==> src/rtl/score_keeper.sv <==
// Score, level and game-state tracker for the brick-breaker game.
// Every output is a register; scoring happens only while a level is in play.
module score_keeper #(
  parameter int NUM_BRICKS = 24,
  parameter int NUM_LEVELS = 5
) (
  input  logic                  clk,
  input  logic                  clr,
  input  logic                  hit,
  input  logic [NUM_BRICKS-1:0] bricks,
  input  logic                  ball_lost,
  output logic [3:0]            score1,
  output logic [3:0]            score2,
  output logic [3:0]            score3,
  output logic [NUM_LEVELS-1:0] level,
  output logic                  level_up,
  output logic                  game_over
);

  typedef enum logic [1:0] {
    REFILL  = 2'd0,
    PLAY    = 2'd1,
    ADVANCE = 2'd2,
    OVER    = 2'd3
  } state_t;

  state_t      state_r;
  state_t      state_nxt_s;
  logic        hit_q_r;
  logic        hit_rise_s;
  logic        score_en_s;
  logic        bricks_empty_s;
  logic        last_level_s;
  logic [3:0]  inc_s;
  logic [4:0]  units_sum_s;
  logic [4:0]  tens_sum_s;
  logic [3:0]  hund_nxt_s;

  // Level number 1..NUM_LEVELS from the one-hot level; NUM_LEVELS must not exceed 10
  // so a single carry out of the units digit is always enough.
  function automatic logic [3:0] level_to_inc(input logic [NUM_LEVELS-1:0] oh);
    logic [3:0] n;
    n = 4'd0;
    for (int i = 0; i < NUM_LEVELS; i++) begin
      n = n | (oh[i] ? 4'(i + 1) : 4'd0);
    end
    return n;
  endfunction

  function automatic logic [4:0] bcd_add_digit(input logic [3:0] d, input logic [3:0] a);
    logic [4:0] sum;
    sum = {1'b0, d} + {1'b0, a};
    if (sum > 5'd9) begin
      return {1'b1, 4'(sum - 5'd10)};
    end else begin
      return {1'b0, sum[3:0]};
    end
  endfunction

  // The carry out of the hundreds digit is dropped, so the score wraps modulo 1000.
  function automatic logic [3:0] bcd_wrap_digit(input logic [3:0] d, input logic c);
    if (!c) begin
      return d;
    end else if (d == 4'd9) begin
      return 4'd0;
    end else begin
      return d + 4'd1;
    end
  endfunction

  assign hit_rise_s     = hit & ~hit_q_r;
  assign bricks_empty_s = (bricks == {NUM_BRICKS{1'b0}});
  assign last_level_s   = level[NUM_LEVELS-1];
  assign inc_s          = level_to_inc(level);

  // Game-state next-state logic; ball loss outranks an emptied map.
  always_comb begin
    state_nxt_s = state_r;
    score_en_s  = 1'b0;
    case (state_r)
      REFILL: begin
        if (bricks_empty_s) begin
          state_nxt_s = REFILL;
        end else begin
          state_nxt_s = PLAY;
        end
      end
      PLAY: begin
        score_en_s = hit_rise_s;
        if (ball_lost) begin
          state_nxt_s = OVER;
        end else if (bricks_empty_s && !last_level_s) begin
          state_nxt_s = ADVANCE;
        end else if (bricks_empty_s) begin
          state_nxt_s = OVER;
        end else begin
          state_nxt_s = PLAY;
        end
      end
      ADVANCE: state_nxt_s = REFILL;
      OVER:    state_nxt_s = OVER;
      default: state_nxt_s = REFILL;
    endcase
  end

  // Candidate BCD score after adding the current level number.
  always_comb begin
    units_sum_s = bcd_add_digit(score1, inc_s);
    tens_sum_s  = bcd_add_digit(score2, {3'b000, units_sum_s[4]});
    hund_nxt_s  = bcd_wrap_digit(score3, tens_sum_s[4]);
  end

  // State, hit history and all output registers.
  always_ff @(posedge clk) begin
    if (!clr) begin
      state_r   <= REFILL;
      hit_q_r   <= 1'b0;
      score1    <= 4'd0;
      score2    <= 4'd0;
      score3    <= 4'd0;
      level     <= {{(NUM_LEVELS-1){1'b0}}, 1'b1};
      level_up  <= 1'b0;
      game_over <= 1'b0;
    end else begin
      state_r <= state_nxt_s;
      hit_q_r <= hit;
      if (score_en_s) begin
        score1 <= units_sum_s[3:0];
        score2 <= tens_sum_s[3:0];
        score3 <= hund_nxt_s;
      end else begin
        score1 <= score1;
        score2 <= score2;
        score3 <= score3;
      end
      if (state_r == ADVANCE) begin
        level <= {level[NUM_LEVELS-2:0], 1'b0};
      end else begin
        level <= level;
      end
      level_up  <= (state_r == ADVANCE);
      game_over <= (state_nxt_s == OVER);
    end
  end

endmodule
==> config.mk <==
export PLATFORM = sky130hd
export DESIGN_NAME = score_keeper
export DESIGN_NICKNAME = d
export VERILOG_FILES = /design/src/rtl/score_keeper.sv
export SDC_FILE = /design/constraint.sdc
export NUM_CORES = 1
export LEC_CHECK = 0
export ABC_CLOCK_PERIOD_IN_PS = 5300
export CAP_MARGIN = 5
export CORE_ASPECT_RATIO = 2
export CORE_MARGIN = 2
export CORE_UTILIZATION = 45
export DETAILED_ROUTE_END_ITERATION = 16
export PLACE_DENSITY = 0.79
export RECOVER_POWER = 50
export SLEW_MARGIN = 20
export SYNTH_ARGS = -nofsm -noshare
export SYNTH_HDL_FRONTEND = slang
export SYNTH_SLANG_ARGS = --single-unit
==> constraint.sdc <==
create_clock -name clk -period 5.3 [get_ports clk]
set_input_delay 0.795 -clock clk [delete_from_list [all_inputs] [get_ports clk]]
set_output_delay 0.795 -clock clk [all_outputs]
set_load 0.03 [all_outputs]
==> impl_metrics.csv, run 1 <==
group,metric,value,unit
status,status,"finished, final reports clean",
clock_tree,cts-htree-levels,1,
timing,timing.fmax,230,MHz
min_path,hp-class,"flop to flop",
cells_and_area,syn_to_final_growth,35.9,%
logic_synthesis,synth_cells,165,
grt,grt_start_max_net_pins,16,
worst_setup_path,crit_fanout,4,
grt,grt_antenna_before_repair,0,
logic_synthesis,synthTopCellsByArea,"dfxtp_1 32%, ha_1 6.3%, mux2i_1 5.0%",
worst_setup_path,worstPathArrival,4.47,ns
cells_and_area,drive_gt1_frac,0.0721,
placement,io_buffers,46,
cells_and_area,antennaDiodeCount,0,
timing,clock_skew,0.00153,ns
timing,rsz0062_at_grt,"false",
worst_setup_path,crit_required,5.43,ns
logic_synthesis,syn-cell-area,1400,um^2
floorplan,fp.dieW,43.4,um
logic_synthesis,synth_most_common_cell,"dfxtp_1",
power_and_ir_drop,leakagePower,0.760,nW
min_path,holdPathStages,2,
drt,wl_per_cell,15.8,um
cells_and_area,nNetsFinal,246,
logic_synthesis,mappedNetlistNets,201,
timing,slew_viol_final,0,
drt,viasPerCell,5.97,
drt,drcViolationCount,0,
clock_tree,clkTransAtPathRegs,0.08,ns
floorplan,initial_core_util,0.474,
floorplan,rows,28,
grt,grt_pass1_vias,1486,
timing,maxSlewHeadroom,0.632,
timing,finalHoldViolations,0,
placement,gp_congestion,0.886,
logic_synthesis,synth_common_cells,"22 x dfxtp_1, 16 x nand2_1, 14 x nor2_1",
power_and_ir_drop,ir_worst_vdd,0.000172,V
logic_synthesis,synthFlopType,"dfxtp_1",
clock_tree,clock_latency,0.26,ns
clock_tree,post_cts_resized,0,
grt,grt_use_total,0.232,
worst_setup_path,worstSetupPathType,"flop to flop",
logic_synthesis,synth_top_area_frac,0.316,
timing,worstMarginPinSlew,0.550,ns
logic_synthesis,synthDistinctLibCells,48,
floorplan,core_area,2940,um^2
logic_synthesis,ys_seq_area_frac,0.316,
timing,setup_viol,0,
logic_synthesis,synth-async-reset-ratio,0,
logic_synthesis,syn_avg_cell_area,8.46,um^2
power_and_ir_drop,power,0.356,mW
clock_tree,hold_buffers,0,
timing,fin_setup_tns,0,ns
cells_and_area,nFillCells,282,
clock_tree,clkSinkCount,22,
worst_setup_path,startpoint_type,"flop",
drt,num_vias,1422,
drt,routed_wl,3770,um
floorplan,pin_count,47,
logic_synthesis,yosysWarnings,0,
logic_synthesis,yosysTopAreaCell,"dfxtp_1",
grt,grt_overflow,0,
logic_synthesis,ys_ff_latch,22,
drt,drt_iter0_drc,22,
clock_tree,cts_tree,"done",
worst_setup_path,r2r_cells,20,
logic_synthesis,synth_edf_count,0,
floorplan,die_y,82.7,um
timing,fin_crit,4.34,ns
drt,ant_nets,0,
clock_tree,postCtsSetupBuffers,0,
clock_tree,clockRootBuffer,"clkbuf_8",
clock_tree,clockBufferDepth,2,
power_and_ir_drop,powerDensity,188,nW/um^2
floorplan,die-area,3590,um^2
timing,finalCritPeriodShare,0.820,
clock_tree,numCtsBuffers,3,
placement,dp_hpwl,3040,um
grt,grt_first_pass_wirelength,6530,um
run,maxCapViolCount,0,
worst_setup_path,end_kind,"flop",
drt,dr.pass1.iters,4,
-- power by group --
part           internal, mW  switching [mW]
Sequential            0.169         0.00469
Combinational        0.0391          0.0389
Clock                0.0507          0.0528
Total                 0.259          0.0964
-- area by class of cell --
type / count / area [um^2] / area share
Inverter: 11 / 41.3 / 0.0218
Timing Repair Buffer: 46 / 460 / 0.243
Clock buffer: 3 / 41.3 / 0.0218
Tap cell: 30 / 37.5 / 0.0198
Sequential cell: 22 / 440 / 0.232
Multi-Input combinational cell: 126 / 875 / 0.461
-- worst max-delay path: stages (launching register included) --
cell	delay (ns)
dfxtp_1	0.34
or3_1	0.38
ha_1	0.20
inv_1	0.07
fa_1	0.26
xor2_2	0.28
ha_1	0.26
nor2b_1	0.28
a31oi_4	0.07
a21boi_2	0.24
nor2_1	0.07
ha_1	0.21
ha_1	0.25
xor2_2	0.20
inv_1	0.07
ha_1	0.23
nand2b_1	0.10
o2111ai_1	0.16
o21ai_2	0.24
mux2i_1	0.20
a31oi_1	0.10
-- state kept, by name, summed over array words and instances (netlist names) --
signal	flops
level_up	1
score2	4
level	5
score3	4
state_r	2
hit_q_r	1
score1	4
game_over	1
-- cells by family after synthesis --
kind of cell	after synthesis	synth area share
compound gates	40	0.212
xor+xnor	4	0.0413
fa+ha+maj	8	0.0771
buf+inv	17	0.0574
flops	22	0.316
mux	7	0.0502
simple gates	67	0.247
-- final timing paths --
check	start	endpoint	slack, ns
setup / recovery	level[0]	score3[3]	0.96
hold / removal	score1[0]	score1[0]	0.49
setup reg to reg	level[0]	score3[3]	0.96
hold reg to reg	score1[0]	score1[0]	0.49
-- placed cells by master, fill, tap and decap left out, types with 4 or more instances in the layout --
master           synthesis  layout
or3_1                    4       4
ha_1                     7       7
a21oi_1                  9       9
nor4_1                   7       7
clkdlybuf4s50_1          0      35
nand3_1                  9       9
dfxtp_1                 22      22
o21ai_0                  7       7
nor2_1                  14      14
mux2i_1                  7       7
nand2_1                 16      16
inv_1                   11      11
dlygate4sd3_1            0      11
-- per-stage QoR --
step                utilization  setup slack (ns)  cells  hold WS [ns]  area [um^2]
global route              0.644             0.657    238         0.492         1900
floorplan                     -              1.24    165         0.483         1400
CTS                       0.644             0.986    238         0.480         1900
detailed placement        0.630              1.00    235         0.468         1850
finish                    0.644             0.956    238         0.486         1900
global placement          0.630              1.22    235         0.466         1850
-- per-layer routing --
metal	track usage	wire [um]
met1	0.222	1300
met2	0.478	2190
met3	0.0261	211
met4	0.0848	59
met5	0	0
Power figures use the tool's default switching activity.
==> run 2: changes to the inputs <==
Settings changed: ABC_CLOCK_PERIOD_IN_PS 5300 to 3900, CORE_UTILIZATION 45 to 41, PLACE_DENSITY 0.79 to 0.76.
Clock period 5.3 ns to 3.9 ns, I/O delays scaled along.
==> run 2 against run 1 <==
Die area increased by 9.1%. Critical path depth decreased by 1. First-iteration DRC count increased by 36%. Count of clock-buffer cells in the layout increased by 1. Critical endpoint unchanged. Clock skew increased by 0.0066 ns. Cell area increased by 9.5%. Sequential share of layout area decreased by 1.7 points. Sequential power increased by 36%. Hold slack improved by 0.0012 ns.
==> impl_metrics.csv, run 2 (synthesis gave the netlist of run 1 again) <==
group,metric,value,unit
placement,placed_area,1930,um^2
floorplan,core_area,3340,um^2
power_and_ir_drop,powerDensity,269,nW/um^2
drt,dr.pass1.iters,4,
timing,maxSlewHeadroom,0.663,
drt,drt_iter0_drc,30,
drt,drcViolationCount,0,
clock_tree,numCtsBuffers,3,
cells_and_area,fin_util,0.621,
grt,grt_first_pass_wirelength,6360,um
timing,clock_skew,0.00816,ns
timing,fin_crit,3.76,ns
cells_and_area,largest_reg_flops,5,
cells_and_area,nFillCells,280,
timing,finalCritPeriodShare,0.965,
min_path,hp-class,"flop to flop",
worst_setup_path,cp_common_cell,"ha_2",
floorplan,die-area,3910,um^2
timing,rsz0062_at_grt,"true",
timing,setup_viol,0,
grt,grt_pass1_vias,1486,
placement,pre_cts_slack,-0.0543,ns
drt,wl_per_cell,14.9,um
worst_setup_path,cp_slowest_cell,"fa_2",
timing,fin_setup_tns,0,ns
power_and_ir_drop,power_frac_comb,0.236,
grt,grt_antenna_before_repair,0,
placement,io_buffers,46,
grt,grt_use_total,0.218,
clock_tree,cts_tree,"done",
drt,viasPerCell,5.89,
grt,grt_overflow,0,
worst_setup_path,crit_buf_inv,2,
clock_tree,cts-htree-levels,1,
power_and_ir_drop,intPower,0.412,mW
timing,worstMarginPinSlew,0.503,ns
worst_setup_path,rr_endpoint,"score3[3]",
worst_setup_path,end_kind,"flop",
cells_and_area,antennaDiodeCount,0,
worst_setup_path,worstPathArrival,3.90,ns
worst_setup_path,startpoint_type,"flop",
power_and_ir_drop,power,0.558,mW
clock_tree,clkTransAtPathRegs,0.09,ns
floorplan,fp.dieW,45.2,um
cells_and_area,final_area,2080,um^2
min_path,holdPathEnd,"level[0]",
cells_and_area,final_common_cell,"clkdlybuf4s50_1",
worst_setup_path,crit_chain,"or3_1 -> ha_2 -> inv_2 -> fa_2 -> ha_4 -> nor2b_4 -> a31oi_4 -> a21oi_2 -> nor2_1 -> ha_2 -> ha_4 -> xor2_2 -> inv_1 -> ha_2 -> nand2b_1 -> o2111ai_2 -> o21ai_2 -> mux2i_1 -> a31oi_1",
placement,dp_hpwl,2880,um
worst_setup_path,crit_fanout,4,
power_and_ir_drop,power_switching,0.146,mW
timing,slew_viol_final,0,
clock_tree,clockRootBuffer,"clkbuf_8",
cells_and_area,finalNonFillerCells,253,
worst_setup_path,critPathMaxStageDelay,0.47,ns
floorplan,initial_core_util,0.418,
placement,gp_congestion,0.867,
drt,routed_wl,3780,um
timing,setup_slack,0.137,ns
cells_and_area,top_register,"level",
power_and_ir_drop,seq_power_share,0.423,
timing,finalHoldViolations,0,
drt,num_vias,1491,
worst_setup_path,critPathTopFamily,"adder cells",
timing,hold_ws,0.488,ns
power_and_ir_drop,ir_worst_vdd,0.000274,V
status,status,"finished, final reports clean",
clock_tree,clkSinkCount,22,
floorplan,pin_count,47,
cells_and_area,multi_input_area,931,um^2
power_and_ir_drop,leakagePower,0.828,nW
cells_and_area,drive_gt1_frac,0.181,
cells_and_area,nNetsFinal,258,
clock_tree,clockBufferDepth,2,
worst_setup_path,r2r_cells,19,
floorplan,rows,30,
min_path,holdPathStages,2,
power_and_ir_drop,switching_share,0.261,
cells_and_area,syn_to_final_growth,48.8,%
power_and_ir_drop,power_frac_clock,0.341,
worst_setup_path,crit_required,4.03,ns
cells_and_area,seqCellArea,447,um^2
cells_and_area,final_cell_mix,"39 x clkdlybuf4s50_1, 19 x dfxtp_1, 16 x nand2_1",
worst_setup_path,r2r_slack,0.14,ns
floorplan,die_y,86.5,um
timing,timing.fmax,266,MHz
drt,ant_nets,0,
worst_setup_path,worstSetupPathType,"flop to flop",
run,maxCapViolCount,0,
grt,grt_start_max_net_pins,16,
placement,place_inst,243,
clock_tree,clock_latency,0.27,ns
worst_setup_path,reg2reg_from,"level[0]",
min_path,min-delay-start,"level[0]",
[run 2: power groups by stage]
stage / Sequential, mW / Clock (mW) / Combinational [mW]
after global placement: 0.241 / 0 / 0.116
final: 0.236 / 0.190 / 0.132
after global routing: 0.237 / 0.203 / 0.141
after detailed placement: 0.241 / 0 / 0.120
after floorplan: 0.248 / 0 / 0.0580
after CTS: 0.236 / 0.195 / 0.121
[run 2: worst reg2reg max path: cells and delay by family (launching register included)]
family          cells  cell delay (ns)
fa+ha+maj           6             1.38
compound gates      5             0.73
simple gates        4             0.69
flops               1             0.36
mux                 1             0.21
xor+xnor            1             0.15
buf+inv             2             0.12
[run 2: final cells by class]
class                           count  area share
Multi-Input combinational cell    126       0.448
Timing Repair Buffer               58       0.265
Inverter                           11      0.0199
Tap cell                           32      0.0193
Clock buffer                        4      0.0319
Sequential cell                    22       0.215
[run 2: per-layer routing]
layer  GRT usage  routed length, um  up-vias
met5           0                  0        -
met4       0.134                138        0
met3      0.0208                184       17
met2       0.406               2170       69
met1       0.212               1280      698
li1            -                  -      707
[run 2: timing repair]
item / CTS / global route
hold buffers: 0 / 0
buffers inserted: 2 / 4
gates resized for setup: 3 / 5
pin swaps: 3 / 13
hold endpoints to repair: 0 / 0
endpoints found under the setup margin: 5 / 6
[run 2: how the worst max path moves through the flow]
stage / startpoint / to / slack (ns) / depth (start not counted)
3_3_place_gp: level[0] / score2[1] / 0.07 / 19
6_report: level[0] / score3[3] / 0.14 / 19
5_1_grt: level[0] / score3[3] / -0.09 / 19
4_1_cts: level[0] / score2[1] / 0.005 / 19
2_1_floorplan: level[0] / score2[1] / 0.01 / 19
3_5_place_dp: level[0] / score2[1] / -0.05 / 19
==> run 3: changes to the inputs <==
Settings changed: ABC_CLOCK_PERIOD_IN_PS 3900 to 4300, CORE_UTILIZATION 41 to 45, PLACE_DENSITY 0.76 to 0.79.
Clock period 3.9 ns to 4.3 ns, I/O delays scaled along.
==> run 3 against run 2 <==
Utilization up 5.0 points. Setup slack better by 0.11 ns. Sequential share of layout area up 0.84 points. Global-route usage grew 1.3 points. Hold slack worse by 0.0019 ns. Highest routed layer unchanged.
==> impl_metrics.csv, run 3 (synthesis gave the netlist of run 1 again) <==
group,metric,value,unit
status,status,"finished, final reports clean",
clock_tree,cts-htree-levels,1,
cells_and_area,finalNonFillerCells,243,
floorplan,fp.dieW,43.4,um
grt,grt_first_pass_wirelength,6330,um
min_path,holdPathStages,2,
drt,routed_wl,3830,um
power_and_ir_drop,seq_power_share,0.481,
run,maxCapViolCount,0,
timing,rsz0062_at_grt,"false",
cells_and_area,nNetsFinal,251,
placement,dp_hpwl,2980,um
grt,grt_use_total,0.231,
timing,finalCritPeriodShare,0.943,
power_and_ir_drop,power_frac_clock,0.286,
worst_setup_path,r2r_cells,19,
floorplan,die-area,3590,um^2
power_and_ir_drop,powerDensity,226,nW/um^2
cells_and_area,antennaDiodeCount,0,
clock_tree,hold_buffers,0,
cells_and_area,final_common_cell,"clkdlybuf4s50_1",
worst_setup_path,worstPathArrival,4.19,ns
drt,viasPerCell,5.95,
power_and_ir_drop,switching_share,0.273,
drt,ant_nets,0,
grt,grt_pass1_vias,1464,
timing,hold_ws,0.486,ns
min_path,hp-class,"flop to flop",
placement,io_buffers,46,
timing,worstMarginPinSlew,0.537,ns
timing,maxSlewHeadroom,0.641,
power_and_ir_drop,power_switching,0.122,mW
cells_and_area,final_cell_mix,"35 x clkdlybuf4s50_1, 21 x dfxtp_1, 16 x nand2_1",
cells_and_area,largest_reg_flops,5,
placement,place_inst,237,
worst_setup_path,end_kind,"flop",
floorplan,rows,28,
clock_tree,clockBufferDepth,2,
timing,fin_crit,4.05,ns
timing,setup_viol,0,
power_and_ir_drop,power_frac_comb,0.232,
clock_tree,clkTransAtPathRegs,0.07,ns
floorplan,pin_count,47,
worst_setup_path,reg2reg_from,"level[0]",
cells_and_area,multi_input_area,916,um^2
floorplan,initial_core_util,0.474,
drt,drt_iter0_drc,51,
drt,wl_per_cell,15.8,um
clock_tree,numCtsBuffers,3,
power_and_ir_drop,ir_worst_vdd,0.000167,V
power_and_ir_drop,intPower,0.325,mW
timing,finalHoldViolations,0,
drt,dr.pass1.iters,4,
power_and_ir_drop,leakagePower,0.793,nW
grt,grt_overflow,0,
worst_setup_path,startpoint_type,"flop",
grt,grt_antenna_before_repair,0,
worst_setup_path,crit_fanout,4,
cells_and_area,syn_to_final_growth,41.6,%
cells_and_area,fin_util,0.671,
clock_tree,cts_tree,"done",
cells_and_area,nFillCells,258,
timing,fin_setup_tns,0,ns
drt,drcViolationCount,0,
worst_setup_path,worstSetupPathType,"flop to flop",
floorplan,die_y,82.7,um
drt,num_vias,1445,
cells_and_area,drive_gt1_frac,0.122,
clock_tree,clkSinkCount,22,
cells_and_area,seqCellArea,442,um^2
floorplan,core_area,2940,um^2
timing,timing.fmax,247,MHz
timing,clock_skew,0.000988,ns
clock_tree,clock_latency,0.26,ns
worst_setup_path,crit_start,"level[0]",
cells_and_area,top_register,"level",
worst_setup_path,crit_required,4.43,ns
min_path,min-delay-start,"level[0]",
grt,grt_start_max_net_pins,16,
clock_tree,clockRootBuffer,"clkbuf_8",
timing,slew_viol_final,0,
placement,gp_congestion,0.888,
## run 3: cell count changes in the layout (fill, tap and decap cells not counted), sizes merged
cell,change
buf,-7
dlygate4sd3,+4
clkdlybuf4s50,-4
clkbuf,-1
## run 3: timing repair
| item | 4_1_cts | 5_1_grt |
|---|---|---|
| setup endpoints to repair | 0 | 7 |
| setup buffers | 0 | 3 |
| resized for setup | 0 | 9 |
| endpoints found under the hold margin | 0 | 0 |
## run 3: layout make-up
class | instances | area share
Clock buffer | 3 | 0.0209
Tap cell | 30 | 0.0190
Timing Repair Buffer | 51 | 0.252
Multi-Input combinational cell | 126 | 0.464
Sequential cell | 22 | 0.224
Inverter | 11 | 0.0209
## run 3: worst max-delay path, cell delays in order, from the launching register on
cell and delay [ns]:
dfxtp_1 0.34, or3_1 0.37, ha_1 0.20, inv_1 0.08, fa_2 0.44, ha_2 0.21, nor2b_2 0.18, a31oi_4 0.21
a21oi_2 0.11, nor2_1 0.12, ha_2 0.23, ha_4 0.17, xor2_4 0.17, inv_1 0.06, ha_1 0.21, nand2b_1 0.10
o2111ai_1 0.15, o21ai_2 0.24, mux2i_1 0.23, a31oi_1 0.10
## run 3: metal layers
| layer | track usage | vias to the layer above | share of wire |
|---|---|---|---|
| li1 | - | 691 | - |
| met5 | 0 | - | 0 |
| met2 | 0.437 | 74 | 0.56 |
| met4 | 0.136 | 0 | 0.036 |
| met1 | 0.227 | 664 | 0.35 |
| met3 | 0.0370 | 16 | 0.057 |
## run 3: path summary, 6_finish.rpt
check	end	slack [ns]
max	score3[3]	0.25
min reg2reg	level[0]	0.49
max reg2reg	score3[3]	0.25
min	level[0]	0.49
## run 3: power by group through the flow
stage / Clock [mW] / Combinational (mW) / Sequential (mW)
floorplan: 0 / 0.0485 / 0.225
global placement: 0 / 0.0964 / 0.219
detailed placement: 0 / 0.0997 / 0.219
CTS: 0.131 / 0.100 / 0.215
global route: 0.137 / 0.113 / 0.216
finish: 0.128 / 0.104 / 0.215
## run 3: through the flow
stage	power [mW]	area (um^2)	setup WS, ns
after CTS	0.446	1910	0.113
after floorplan	0.273	1400	0.244
after global placement	0.315	1870	0.350
after detailed placement	0.319	1870	0.143
after global routing	0.465	1980	0.000159
final	0.446	1980	0.245
